### src/rtl/div_pkg.sv
// Shared types and helpers for the sequential integer divider.
package div_pkg;

  // Divider control states.
  typedef enum logic [2:0] {
    IDLE,
    PREPARE,
    EXECUTE,
    FIXUP,
    WRITEBACK
  } div_state_e;

  // The iteration counter and the leading-zero count both have to represent
  // the value WIDTH itself, hence the +1.
  function automatic int cnt_width(input int width);
    return $clog2(width + 1);
  endfunction

endpackage

### src/rtl/divider_param_lzc.sv
// Combinational leading-zero count; an all-zero input reports WIDTH.
module lzc_param
  import div_pkg::*;
#(
  parameter int WIDTH = 32
) (
  input  logic [WIDTH-1:0]            i_data,
  output logic [cnt_width(WIDTH)-1:0] o_count
);

  localparam int CW = cnt_width(WIDTH);

  // Scan upward so the highest set bit is the last one to write the count.
  always_comb begin
    o_count = CW'(WIDTH);
    for (int i = 0; i < WIDTH; i++) begin
      if (i_data[i]) o_count = CW'(WIDTH - 1 - i);
    end
  end

endmodule

### src/rtl/divider_param.sv
// Sequential restoring divider, unsigned or two's-complement signed, with
// RISC-V results for divide-by-zero and signed overflow. Leading zeros of the
// dividend are skipped so only significant bits are iterated.
//
// state     | meaning
// ----------|--------------------------------------------------------------
// IDLE      | ready for a request; operands latched on start_i
// PREPARE   | form magnitudes, normalise dividend, catch zero/overflow cases
// EXECUTE   | one shift/subtract step per cycle, n steps total
// FIXUP     | apply result signs for signed operations
// WRITEBACK | load output registers and pulse valid_o
module divider_param
  import div_pkg::*;
#(
  parameter int WIDTH = 32
) (
  input  logic             clk_i,
  input  logic             rst_i,
  input  logic             start_i,
  input  logic             signed_i,
  input  logic             abort_i,
  input  logic [WIDTH-1:0] a_i,
  input  logic [WIDTH-1:0] b_i,
  output logic             ready_o,
  output logic             valid_o,
  output logic [WIDTH-1:0] quotient_o,
  output logic [WIDTH-1:0] remainder_o,
  output logic             error_o
);

  localparam int CW = cnt_width(WIDTH);
  localparam logic [WIDTH-1:0] MOST_NEG = {1'b1, {(WIDTH-1){1'b0}}};

  div_state_e       r_state;
  logic             r_sgn;
  logic [WIDTH-1:0] r_a;
  logic [WIDTH-1:0] r_b;
  logic [WIDTH-1:0] r_dvd;
  logic [WIDTH-1:0] r_p;
  logic [WIDTH-1:0] r_q;
  logic [CW-1:0]    r_cnt;
  logic             r_err;
  logic             r_valid;
  logic [WIDTH-1:0] r_quot;
  logic [WIDTH-1:0] r_rem;
  logic             r_err_o;

  logic             w_a_neg;
  logic             w_b_neg;
  logic [WIDTH-1:0] w_a_abs;
  logic [WIDTH-1:0] w_b_abs;
  logic [CW-1:0]    w_lzc;
  logic [CW-1:0]    w_n;
  logic [WIDTH:0]   w_p_shift;
  logic [WIDTH:0]   w_diff;
  logic             w_b_zero;
  logic             w_ovf;

  // Operand signs only matter for signed requests, so unsigned FIXUP is a no-op.
  assign w_a_neg   = r_sgn & r_a[WIDTH-1];
  assign w_b_neg   = r_sgn & r_b[WIDTH-1];
  assign w_a_abs   = w_a_neg ? -r_a : r_a;
  assign w_b_abs   = w_b_neg ? -r_b : r_b;
  assign w_n       = CW'(WIDTH) - w_lzc;
  assign w_b_zero  = (r_b == '0);
  assign w_ovf     = r_sgn && (r_a == MOST_NEG) && (&r_b);

  // The remainder never exceeds |B|-1, so P' fits in WIDTH+1 bits and a
  // non-negative difference always fits back into WIDTH bits.
  assign w_p_shift = {r_p, r_dvd[WIDTH-1]};
  assign w_diff    = w_p_shift - {1'b0, w_b_abs};

  lzc_param #(.WIDTH(WIDTH)) u_lzc (
    .i_data  (w_a_abs),
    .o_count (w_lzc)
  );

  // Divider FSM with datapath registers and registered outputs.
  always_ff @(posedge clk_i or posedge rst_i) begin
    if (rst_i) begin
      r_state <= IDLE;
      r_sgn   <= 1'b0;
      r_a     <= '0;
      r_b     <= '0;
      r_dvd   <= '0;
      r_p     <= '0;
      r_q     <= '0;
      r_cnt   <= '0;
      r_err   <= 1'b0;
      r_valid <= 1'b0;
      r_quot  <= '0;
      r_rem   <= '0;
      r_err_o <= 1'b0;
    end else begin
      r_valid <= 1'b0;
      if (abort_i && (r_state != IDLE)) begin
        r_state <= IDLE;
      end else begin
        case (r_state)
          IDLE: begin
            if (start_i) begin
              r_a     <= a_i;
              r_b     <= b_i;
              r_sgn   <= signed_i;
              r_state <= PREPARE;
            end
          end
          PREPARE: begin
            r_dvd <= w_a_abs << w_lzc;
            r_p   <= '0;
            r_q   <= '0;
            r_cnt <= w_n;
            r_err <= 1'b0;
            if (w_b_zero) begin
              r_q     <= '1;
              r_p     <= r_a;
              r_err   <= 1'b1;
              r_state <= WRITEBACK;
            end else if (w_ovf) begin
              r_q     <= r_a;
              r_state <= WRITEBACK;
            end else if (w_n == '0) begin
              r_state <= FIXUP;
            end else begin
              r_state <= EXECUTE;
            end
          end
          EXECUTE: begin
            r_dvd <= r_dvd << 1;
            r_p   <= w_diff[WIDTH] ? w_p_shift[WIDTH-1:0] : w_diff[WIDTH-1:0];
            r_q   <= {r_q[WIDTH-2:0], ~w_diff[WIDTH]};
            r_cnt <= r_cnt - 1'b1;
            if (r_cnt == CW'(1)) r_state <= FIXUP;
          end
          FIXUP: begin
            if (w_a_neg ^ w_b_neg) r_q <= -r_q;
            if (w_a_neg)           r_p <= -r_p;
            r_state <= WRITEBACK;
          end
          WRITEBACK: begin
            r_quot  <= r_q;
            r_rem   <= r_p;
            r_err_o <= r_err;
            r_valid <= 1'b1;
            r_state <= IDLE;
          end
          default: r_state <= IDLE;
        endcase
      end
    end
  end

  assign ready_o     = (r_state == IDLE);
  assign valid_o     = r_valid;
  assign quotient_o  = r_quot;
  assign remainder_o = r_rem;
  assign error_o     = r_err_o;

endmodule

### config.mk
export PLATFORM = sky130hd
export DESIGN_NAME = divider_param
export DESIGN_NICKNAME = d
export VERILOG_FILES = /design/src/rtl/div_pkg.sv /design/src/rtl/divider_param_lzc.sv /design/src/rtl/divider_param.sv
export SDC_FILE = /design/constraint.sdc
export NUM_CORES = 1
export LEC_CHECK = 0
export ABC_AREA = 0
export BUFFER_PORTS_ARGS = -buffer_cell sky130_fd_sc_hd__buf_2
export CAP_MARGIN = 20
export CORE_UTILIZATION = 56
export DETAILED_ROUTE_END_ITERATION = 8
export HOLD_SLACK_MARGIN = 0.05
export PLACE_DENSITY = 0.78
export SLEW_MARGIN = 5
export SYNTH_ARGS = -nofsm -noshare
export SYNTH_HDL_FRONTEND = slang
export SYNTH_HIERARCHICAL = 1
export SYNTH_SLANG_ARGS = --single-unit
### constraint.sdc
create_clock -name clk_i -period 6.75 [get_ports clk_i]
set_input_delay 0.3375 -clock clk_i [delete_from_list [all_inputs] [get_ports clk_i]]
set_output_delay 0.3375 -clock clk_i [all_outputs]
set_load 0.01 [all_outputs]
Word level (Yosys, flattened, before mapping)

Cells that the tools add are included.

Reduce and logical (&&, ||, !) cells: 17
Shifts and indexed selects: 1
Order comparisons: 0
Div/mod/pow operators: 0
Muxes and demuxes: 54
Equal/unequal tests: 10
Bitwise logic cells: 5
Add/sub/neg operators: 7
$mul: 0

Operator list:

| operator             | count |
|---|---|
| $mux 32              | 8 |
| $mux 6               | 32 |
| $pmux 32 s3          | 2 |
| $neg 32->32          | 4 |
| $pmux 32 s2          | 1 |
| $sub 33x32->33       | 1 |
| $eq 32x32->1 const B | 1 |
| $logic_not 32->1     | 1 |
| $reduce_and 32->1    | 1 |
| $shl 32x6->32        | 1 |
| $mux 3               | 5 |
| $pmux 3 s4           | 1 |
| $pmux 6 s2           | 1 |
| $reduce_and 3->1     | 3 |
| $reduce_and 2->1     | 4 |
| $eq 3x2->1 const B   | 2 |
| $eq 6x1->1 const B   | 1 |
| $logic_not 6->1      | 1 |
| $reduce_bool 3->1    | 2 |
| $sub 6x1->6 const B  | 1 |
| $sub 6x6->6 const A  | 1 |
| $mux 1               | 4 |
| $ne 2x2->1 const B   | 2 |
| $eq 3x1->1 const B   | 1 |
| other kinds (9)      | 13 |

RAM bits: 0
Flip-flop bits (word level): 237
Bits in latches: 0
ROM bits: 0
Memories: 0
Bits of input ports: 69

Logic depth before layout (Yosys ltp)

Gate-level depths: netlist of the first run.

Word-level depth: 41
Depth in mapped cells: 24
Gate-level depth less buffers: 20

Cells and area by module

The synthesis of the first run kept the hierarchy.

Modules (own cells, without submodules):

| module        | cells an instance | instances | area each (sq um) |
|---|---|---|---|
| divider_param | 1897              | 1         | 16774.8 |
| lzc_param     | 65                | 1         | 367.9 |

Worst setup path before layout of the first run

Ideal clock, no wire load.

Kind: reg2reg
Start point: register r_a[6]
End point: register r_dvd[17]
Cell stages (with the launch flop): 24
Setup slack: 1.485 ns
Library setup time: 0.129 ns
Required time: 6.621 ns
Arrival: 5.137 ns
Cells stage by stage: dfrtp_1 -> buf_6 -> or4_1 -> buf_6 -> nor3b_4 -> buf_6 -> a41oi_1 -> xnor2_1 -> inv_1 -> nor3_1 -> o21a_1 -> a2111oi_0 -> a221oi_1 -> clkbuf_1 -> buf_2 -> buf_1 -> buf_1 -> o211ai_1 -> a31oi_1 -> nor2_1 -> a2bb2oi_1 -> o21ai_0 -> a221oi_1 -> a21oi_1

Elaborated cells between the ends (all ways): 30
Those cells by class: add/sub (1); shift (1); mux (28)

RTL lines:

| what                   | RTL line                | source |
|---|---|---|
| from (decl)            | divider_param.sv:36     | `logic [WIDTH-1:0] r_a;` |
| from (signal assigned) | divider_param.sv:102    | `r_a <= a_i;` |
| $neg 32->32            | divider_param.sv:62     | `assign w_a_abs = w_a_neg ? -r_a : r_a;` |
| $mux 32                | divider_param.sv:62     |  |
| via w_a_abs[27]        | divider_param.sv:50     | `logic [WIDTH-1:0] w_a_abs;` |
| $mux 6 (5 in a row)    | divider_param_lzc.sv:17 | `if (i_data[i]) o_count = CW'(WIDTH - 1 - i);` |
| via w_lzc[0]           | divider_param.sv:52     | `logic [CW-1:0] w_lzc;` |
| $shl 32x6->32          | divider_param.sv:109    | `r_dvd <= w_a_abs << w_lzc;` |
| $pmux 32 s2            | divider_param.sv:99     | `case (r_state)` |
| to (signal assigned)   | divider_param.sv:109    |  |
| to (signal assigned)   | divider_param.sv:129    | `r_dvd <= r_dvd << 1;` |
| to (decl)              | divider_param.sv:38     | `logic [WIDTH-1:0] r_dvd;` |

The timed path passes the listed nets, and every way through them passes these cells.
A chain may end at the register's enable or synchronous reset.

Final worst setup path of the first run

Start point: register r_a[6]
End point: register r_dvd[31]

Elaborated cells between the ends (all ways): 30
Those cells by class: add/sub (1); shift (1); mux (28)

RTL lines:

| what                 | RTL line |
|---|---|
| $neg 32->32          | divider_param.sv:62 |
| $mux 32              | divider_param.sv:62 |
| via w_a_abs[22]      | divider_param.sv:50 |
| $mux 6 (10 in a row) | divider_param_lzc.sv:17 |
| via w_lzc[0]         | divider_param.sv:52 |
| $shl 32x6->32        | divider_param.sv:109 |
| $pmux 32 s2          | divider_param.sv:99 |

The timed path passes the listed nets, and every way through them passes these cells.

==> run summary, run 1 <==
outcome -> complete, no violations
final core occ -> 65.8%
Tightest Pin Transition -> 1.02 ns
Slew Viols, Final -> 0
Top FF cell, synth -> dfrtp_1
DRT Wirelength -> 54.3 mm
synthesis-stage register bit count -> 237
CTS Buf Count -> 27
CTS root buf -> clkbuf_16
clk_skew -> 0.0213 ns
grt met1 use -> 44.1%
area occupied by multi-input gates -> 10500 um^2
Total Neg Setup Slack -> 0 ns
Cells on Worst Hold Path -> 3
met3 GRT Util -> 4.34%
syn_area_per_cell -> 8.74 um^2
Top Usage Layer GRT -> met2
first-pass GRT wire length -> 85.4 mm
RePlAce Congestion -> 0.991
ANT nets after route -> 0
gr usage total -> 34.3%
Buffers on Ports -> 135
Crit Path Max Fanout -> 15
Starting Density -> 57.4%
CP bufs+invs -> 3
vias after detailed routing -> 16400
deepest clock path buffer count -> 3
Post-synth ARST share -> 100%
HP Start -> a_i[21]
met2 Usage GRT -> 57.3%
DRC -> 0
final cell count without fillers -> 2492
Yosys top cell area share -> 34.6%
Period minus WS final -> 6.17 ns
Hold Crit Class -> primary input to flop
sequential cell area -> 5930 um^2
crit end category -> flop
syn nets -> 2073
Post-Syn Area -> 17100 um^2
Yosys Warn Count -> 6
postcts setup bufs -> 0
critical path type -> flop to flop
Area contributors post-synth -> dfrtp_1 (35%), mux2_2 (8.9%), o21ai_0 (4.7%)
Die Y -> 177 um
CTS-repair resized insts -> 0
Worst setup SP type -> flop
htree depth -> 1
FF-to-FF End -> r_dvd[31]
Layout Nets -> 2191
die width -> 177 um
R2R setup slack -> 0.58 ns
Worst-Skew Late Latency -> 0.56 ns
DR WL/cell -> 21.8 um
vias in the first global route -> 15600
worst r2r src -> r_a[6]
dpl hpwl -> 37.3 mm
synthesized instance count -> 1962
Peak Freq -> 0.162 GHz
Max-Cap Viols -> 0
most frequent cells in the layout -> dfrtp_1 (237), nor2_1 (194), o21ai_0 (160)
Post-synth EDFFs -> 0
Core Box Area -> 29900 um^2
CTS tree -> yes
Core Rows -> 63
cell family with most CP delay -> compound AO/OA/AOI/OAI gates
slowest stage delay, CP -> 0.83 ns
synthesis-to-layout area growth -> 14.6%
RSZ-0062 raised after global routing -> no
Hold Fails Final Rpt -> 0
vias per cell -> 6.58
final setup vio count -> 0
Final Cycle Share -> 91.4%
FF-to-FF path depth -> 19
worst rel slew slack -> 31.8%
CP startpoint -> r_a[6]
I/O Pins -> 136
commonest non-fill, non-tap cell in the layout -> dfrtp_1
Worst path slowest cell -> a2111oi_0
Sink Count -> 237
Worst Hold End -> r_a[21]
cells along the critical path -> or4_1 > nor3b_4 > a41oi_1 > xnor2_1 > inv_1 > nor3_1 > o21ai_0 > a2111oi_0 > a221oi_4 > inv_1 > buf_4 > o311a_1 > o21ai_0 > o311ai_0 > mux2i_1 > mux2_2 > and2_1 > a2111oi_0 > o22ai_1
Filler cells -> 2435
area leader, netlist -> dfrtp_1
clock transition at the registers of the reported paths -> 0.07 ns
antenna violations before repair -> 0
distinct cell type count after synthesis -> 91
fraction of layout instances using a drive strength above 1 -> 18.2%
Die Area -> 31300 um^2
largest net degree at the start of global routing -> 163
Initial DRT Pass Iterations -> 5
CP Data Arrival Time -> 6.60 ns
CP required -> 7.18 ns
Initial DRC Count -> 1620
Placed Cells -> 2377
Seq/Total Area, Yosys -> 34.6%
GRT Residual Overflow -> 0
==> logic make-up after synthesis <==
family	synth area share, %
adders and majority gates	3.11
muxes	12.5
DFF	34.6
and+or+nand+nor	17.7
xor gates and xnor gates	5.15
buffers and inverters	4.66
AOI/OAI and AO/OA	22.3
==> per-stage QoR <==
| stage | worst slack, ns | hold WS (ns) | cell area (um^2) |
|---|---|---|---|
| detailed placement | 0.702 | 0.343 | 18000 |
| global route | 0.288 | 0.152 | 19600 |
| finish | 0.580 | 0.101 | 19600 |
| CTS | 0.701 | 0.0655 | 19600 |
| global placement | 0.893 | 0.350 | 18000 |
| floorplan | 1.48 | 0.450 | 17100 |
==> synthesized netlist by cell type (all sizes together) (6+ instances only) <==
library cell,number
o21bai,8
and3,23
clkbuf,100
xnor2,58
nor3,73
a221oi,44
or4,18
nor2b,13
a211o,8
a211oi,21
mux2,136
o41ai,6
o21ai,163
nand2b,12
nand3,40
mux4,7
xor2,42
o211ai,12
a21oi,118
nand4,19
mux2i,46
o22ai,12
o221ai,12
nand2,130
or3,14
buf,38
dfrtp,237
o31ai,15
nand3b,9
a31oi,47
ha,41
a21o,14
a41oi,13
and2,13
a22oi,23
nor2,194
nor4,33
inv,62
o21a,14
==> worst register-to-register path: cells and delay by family, from the launching register on <==
family                    cells  cell delay, ns
muxes                         2            0.59
xor gates and xnor gates      1            0.27
buffers and inverters         3            0.64
and+or+nand+nor               4            1.69
DFF                           1            0.49
AOI/OAI and AO/OA             9            2.37
==> final cells by class <==
class                   count  share of cell area, %
repair buffers            227                   7.90
diodes                      1                 0.0127
clock buffers              38                   3.90
inverters                  62                   1.20
clock inverters            12                   1.01
multi-input cells        1525                   53.3
well taps                 390                   2.48
flip-flops and latches    237                   30.2
==> state kept, by name, indices dropped and copies added, names as in the netlist <==
register     count
r_q             32
r_dvd           32
quotient_o      32
remainder_o     32
r_err            1
r_state          3
valid_o          1
error_o          1
r_sgn            1
r_cnt            6
r_p             32
r_b             32
r_a             32
==> per-layer routing <==
layer / wire length (um) / up-vias
met2: 25800 / 762
met5: 0 / -
met3: 3800 / 158
li1: - / 7554
met4: 2740 / 0
met1: 21900 / 7927
==> how the worst max path moves through the flow <==
stage	to	slack (ns)	cells past startpoint
finish	r_dvd[31]	0.58	19
global route	r_dvd[31]	0.29	19
CTS	r_dvd[31]	0.70	19
detailed placement	r_dvd[31]	0.70	19
global placement	r_dvd[31]	0.89	19
floorplan	r_dvd[17]	1.48	23
==> timing repair <==
action | in CTS | in global routing
hold buffers | 64 | 0
setup endpoints to repair | 0 | 0
endpoints found under the hold margin | 77 | 0
Power of run 1 is left out: the tool's default activity adds up to more than one toggle a clock period on the data nets, which glitch-free logic cannot reach.
==> inputs of run 2 (changes only) <==
--- a/config.mk
+++ b/config.mk
@@ -15,5 +15,4 @@
 export SLEW_MARGIN = 5
 export SYNTH_ARGS = -nofsm -noshare
 export SYNTH_HDL_FRONTEND = slang
-export SYNTH_HIERARCHICAL = 1
 export SYNTH_SLANG_ARGS = --single-unit
==> run 2 against run 1 <==
Against the previous run: synthesized area grew 8.1%; setup slack gained 0.29 ns; utilization shrank 0.93 points; fmax grew 4.9%; global-route usage grew 6.3 points; register-to-register slack gained 0.29 ns; wire length grew 28%; clock-buffer cell count shrank 4; cell area grew 7.4%; sequential share of layout area shrank 2.1 points; critical path type unchanged.
==> run summary, run 2 <==
outcome -> complete, no violations
Worst-Skew Late Latency -> 0.56 ns (about the same)
antenna violations before repair -> 0 (unchanged)
Seq/Total Area, Yosys -> 32.0% (-2.6 points)
Compound-Gate Fraction of Synth Area -> 24.2% (+1.9 points)
Max-Cap Viols -> 0 (unchanged)
Total Neg Setup Slack -> 0 ns (unchanged)
clk_skew -> 0.0183 ns (-0.00300 ns)
synthesized instance count -> 2356 (+20%)
Top FF cell, synth -> dfrtp_1
crit end category -> flop
distinct cell type count after synthesis -> 93 (+2.2%)
CP Data Arrival Time -> 6.31 ns (-0.29 ns)
Tightest Pin Transition -> 1.10 ns (+0.0737 ns)
DRC -> 0 (unchanged)
Hold Crit Class -> primary input to asynchronous set/reset pin
Post-synth EDFFs -> 0 (unchanged)
Placed Cells -> 2808 (+18%)
postcts setup bufs -> 0 (unchanged)
Peak Freq -> 0.170 GHz (+4.9%)
hold-fix buffers at CTS -> 63 (-1.6%)
CTS tree -> yes
fraction of layout instances using a drive strength above 1 -> 14.6% (-3.6 points)
syn_area_per_cell -> 7.87 um^2 (-10%)
RePlAce Congestion -> 1.01 (+1.7%)
critical path type -> flop to flop
R2R setup slack -> 0.87 ns (+0.29 ns)
vias per cell -> 6.86 (+4.3%)
final core occ -> 64.8% (-0.93 points)
first-pass GRT wire length -> 107 mm (+25%)
slowest stage delay, CP -> 0.64 ns (-0.19 ns)
Layout Nets -> 2570 (+17%)
RSZ-0062 raised after global routing -> no
DRT Wirelength -> 69.2 mm (+28%)
Yosys top cell area share -> 32.0% (-2.6 points)
Crit Path Max Fanout -> 17 (+2)
Filler cells -> 2703 (+11%)
final cell count without fillers -> 2923 (+17%)
htree depth -> 1 (unchanged)
worst slack, placed -> 1.11 ns (+0.412 ns)
proportion of synthesized area in mux cells -> 6.18% (-6.4 points)
synthesis-stage register bit count -> 237 (unchanged)
CTS-repair resized insts -> 0 (unchanged)
Core Rows -> 66 (+4.8%)
Final Worst Setup Slack -> 0.867 ns (+0.287 ns)
gr usage total -> 40.6% (+6.3 points)
top post-synthesis cells by count -> nand2_1 (357), dfrtp_1 (237), nor2_1 (216)
CTS Buf Count -> 27 (unchanged)
die width -> 184 um (+3.9%)
commonest non-fill, non-tap cell in the layout -> nand2_1
worst rel slew slack -> 26.9% (-4.9 points)
Final Cycle Share -> 87.2% (-4.2 points)
clock transition at the registers of the reported paths -> 0.07 ns (about the same)
syn nets -> 2468 (+19%)
Period minus WS final -> 5.88 ns (-0.287 ns)
Adder-Cell Fraction of Synth Area -> 2.94% (-0.17 points)
vias in the first global route -> 18400 (+18%)
most common cell in the netlist -> nand2_1
Initial DRT Pass Iterations -> 8 (+3)
Post-synth ARST share -> 100% (unchanged)
Slew Viols, Final -> 0 (unchanged)
Buffers on Ports -> 135 (unchanged)
largest net degree at the start of global routing -> 172 (+5.5%)
Yosys Warn Count -> 0 (-6)
Worst setup SP type -> flop
final setup vio count -> 0 (unchanged)
CTS root buf -> clkbuf_16
Post-Syn Area -> 18500 um^2 (+8.1%)
I/O Pins -> 136 (unchanged)
combinational family with the most area after synthesis -> simple AND/OR/NAND/NOR gates
ANT nets after route -> 0 (unchanged)
Core Box Area -> 32500 um^2 (+8.9%)
GRT Residual Overflow -> 0 (unchanged)
vias after detailed routing -> 20100 (+22%)
area leader, netlist -> dfrtp_1
Area contributors post-synth -> dfrtp_1 (32%), nand2_1 (7.2%), mux2_2 (4.5%)
Sink Count -> 237 (unchanged)
Synth Area in XOR/XNOR -> 4.82% (-0.33 points)
Initial DRC Count -> 2794 (+72%)
cells along the critical path -> inv_1 > ha_1 > nor4b_2 > and4_1 > a21oi_1 > xor2_1 > nor3_1 > o211ai_1 > a31oi_1 > nor2_2 > inv_1 > buf_4 > mux2i_1 > o221ai_1 > a222oi_1 > a21oi_1
dpl hpwl -> 48.6 mm (+30%)
Die Y -> 184 um (+3.9%)
most frequent cells in the layout -> nand2_1 (356), dfrtp_1 (237), nor2_1 (214)
synthesis-to-layout area growth -> 13.8%
Hold Fails Final Rpt -> 0 (unchanged)
Worst path slowest cell -> nor4b_2
Synth Area in Simple Gates -> 25.3% (+7.6 points)
Die Area -> 33800 um^2 (+8.0%)
DR WL/cell -> 23.7 um (+8.8%)
deepest clock path buffer count -> 3 (unchanged)
Starting Density -> 57.0% (-0.41 points)
CP required -> 7.18 ns (about the same)
-- run 2: changes by cell type after synthesis, moves of 22 or more --
cell and change:
a21oi_1 +39, a221oi_1 -25, clkbuf_1 +44, inv_1 -23
mux2_2 -62, nand2_1 +227, nand3_1 +36, nor2_1 +22
o211ai_1 +22
-- run 2: final timing paths --
| check | cells after the start | end | start |
|---|---|---|---|
| setup / recovery | 16 | r_dvd[30] | r_a[0] |
| hold / removal | 3 | quotient_o[2] | rst_i |
| setup reg to reg | 16 | r_dvd[30] | r_a[0] |
| hold reg to reg | 1 | quotient_o[9] | quotient_o[9] |
| max in group asynchronous | 4 | r_a[18] | rst_i |
| min in group clk_i | 2 | r_state[1] | abort_i |
-- run 2: metal layers --
| metal | up-vias | track usage (%) | routed length [um] |
|---|---|---|---|
| li1 | 8902 | - | - |
| met1 | 9649 | 56.1 | 28300 |
| met2 | 1318 | 62.8 | 30800 |
| met3 | 190 | 7.98 | 7660 |
| met4 | 0 | 14.7 | 2460 |
| met5 | - | 0 | 0 |
-- run 2: cell type report --
cell class              instances  area, um^2  share of cell area [%]
well taps                     442         553                    2.62
clock inverters                15         175                   0.830
multi-input cells            1902       11800                    56.0
inverters                      38         146                   0.694
diodes                          3        7.51                  0.0356
repair buffers                252        1720                    8.17
flip-flops and latches        237        5930                    28.1
clock buffers                  34         752                    3.56
-- run 2: logic make-up (layout without fill, tap and decap cells) --
kind of cell / Yosys count / in the layout
other: 0 / 3
muxes: 104 / 104
xor gates and xnor gates: 102 / 102
and+or+nand+nor: 986 / 986
AOI/OAI and AO/OA: 667 / 667
adders and majority gates: 43 / 43
DFF: 237 / 237
buffers and inverters: 217 / 339
-- run 2: critical path, delay by kind of cell (launching register included) --
kind                     cells  cell delay (ns)
multiplexers                 1             0.49
XOR/XNOR                     1             0.22
buffers and inverters        3             0.83
AO/OA/AOI/OAI                6             1.60
AND/OR/NAND/NOR              4             1.71
adder cells (fa/ha/maj)      1             0.30
flip-flops                   1             0.56
-- run 2: stage by stage --
step / instance area, um^2 / hold slack (ns)
after floorplan: 18500 / 0.433
after global placement: 19500 / 0.478
after detailed placement: 19500 / 0.491
after CTS: 21100 / 0.0708
after global routing: 21100 / 0.115
final: 21100 / 0.0526
Power of run 2 is left out for the same reason.
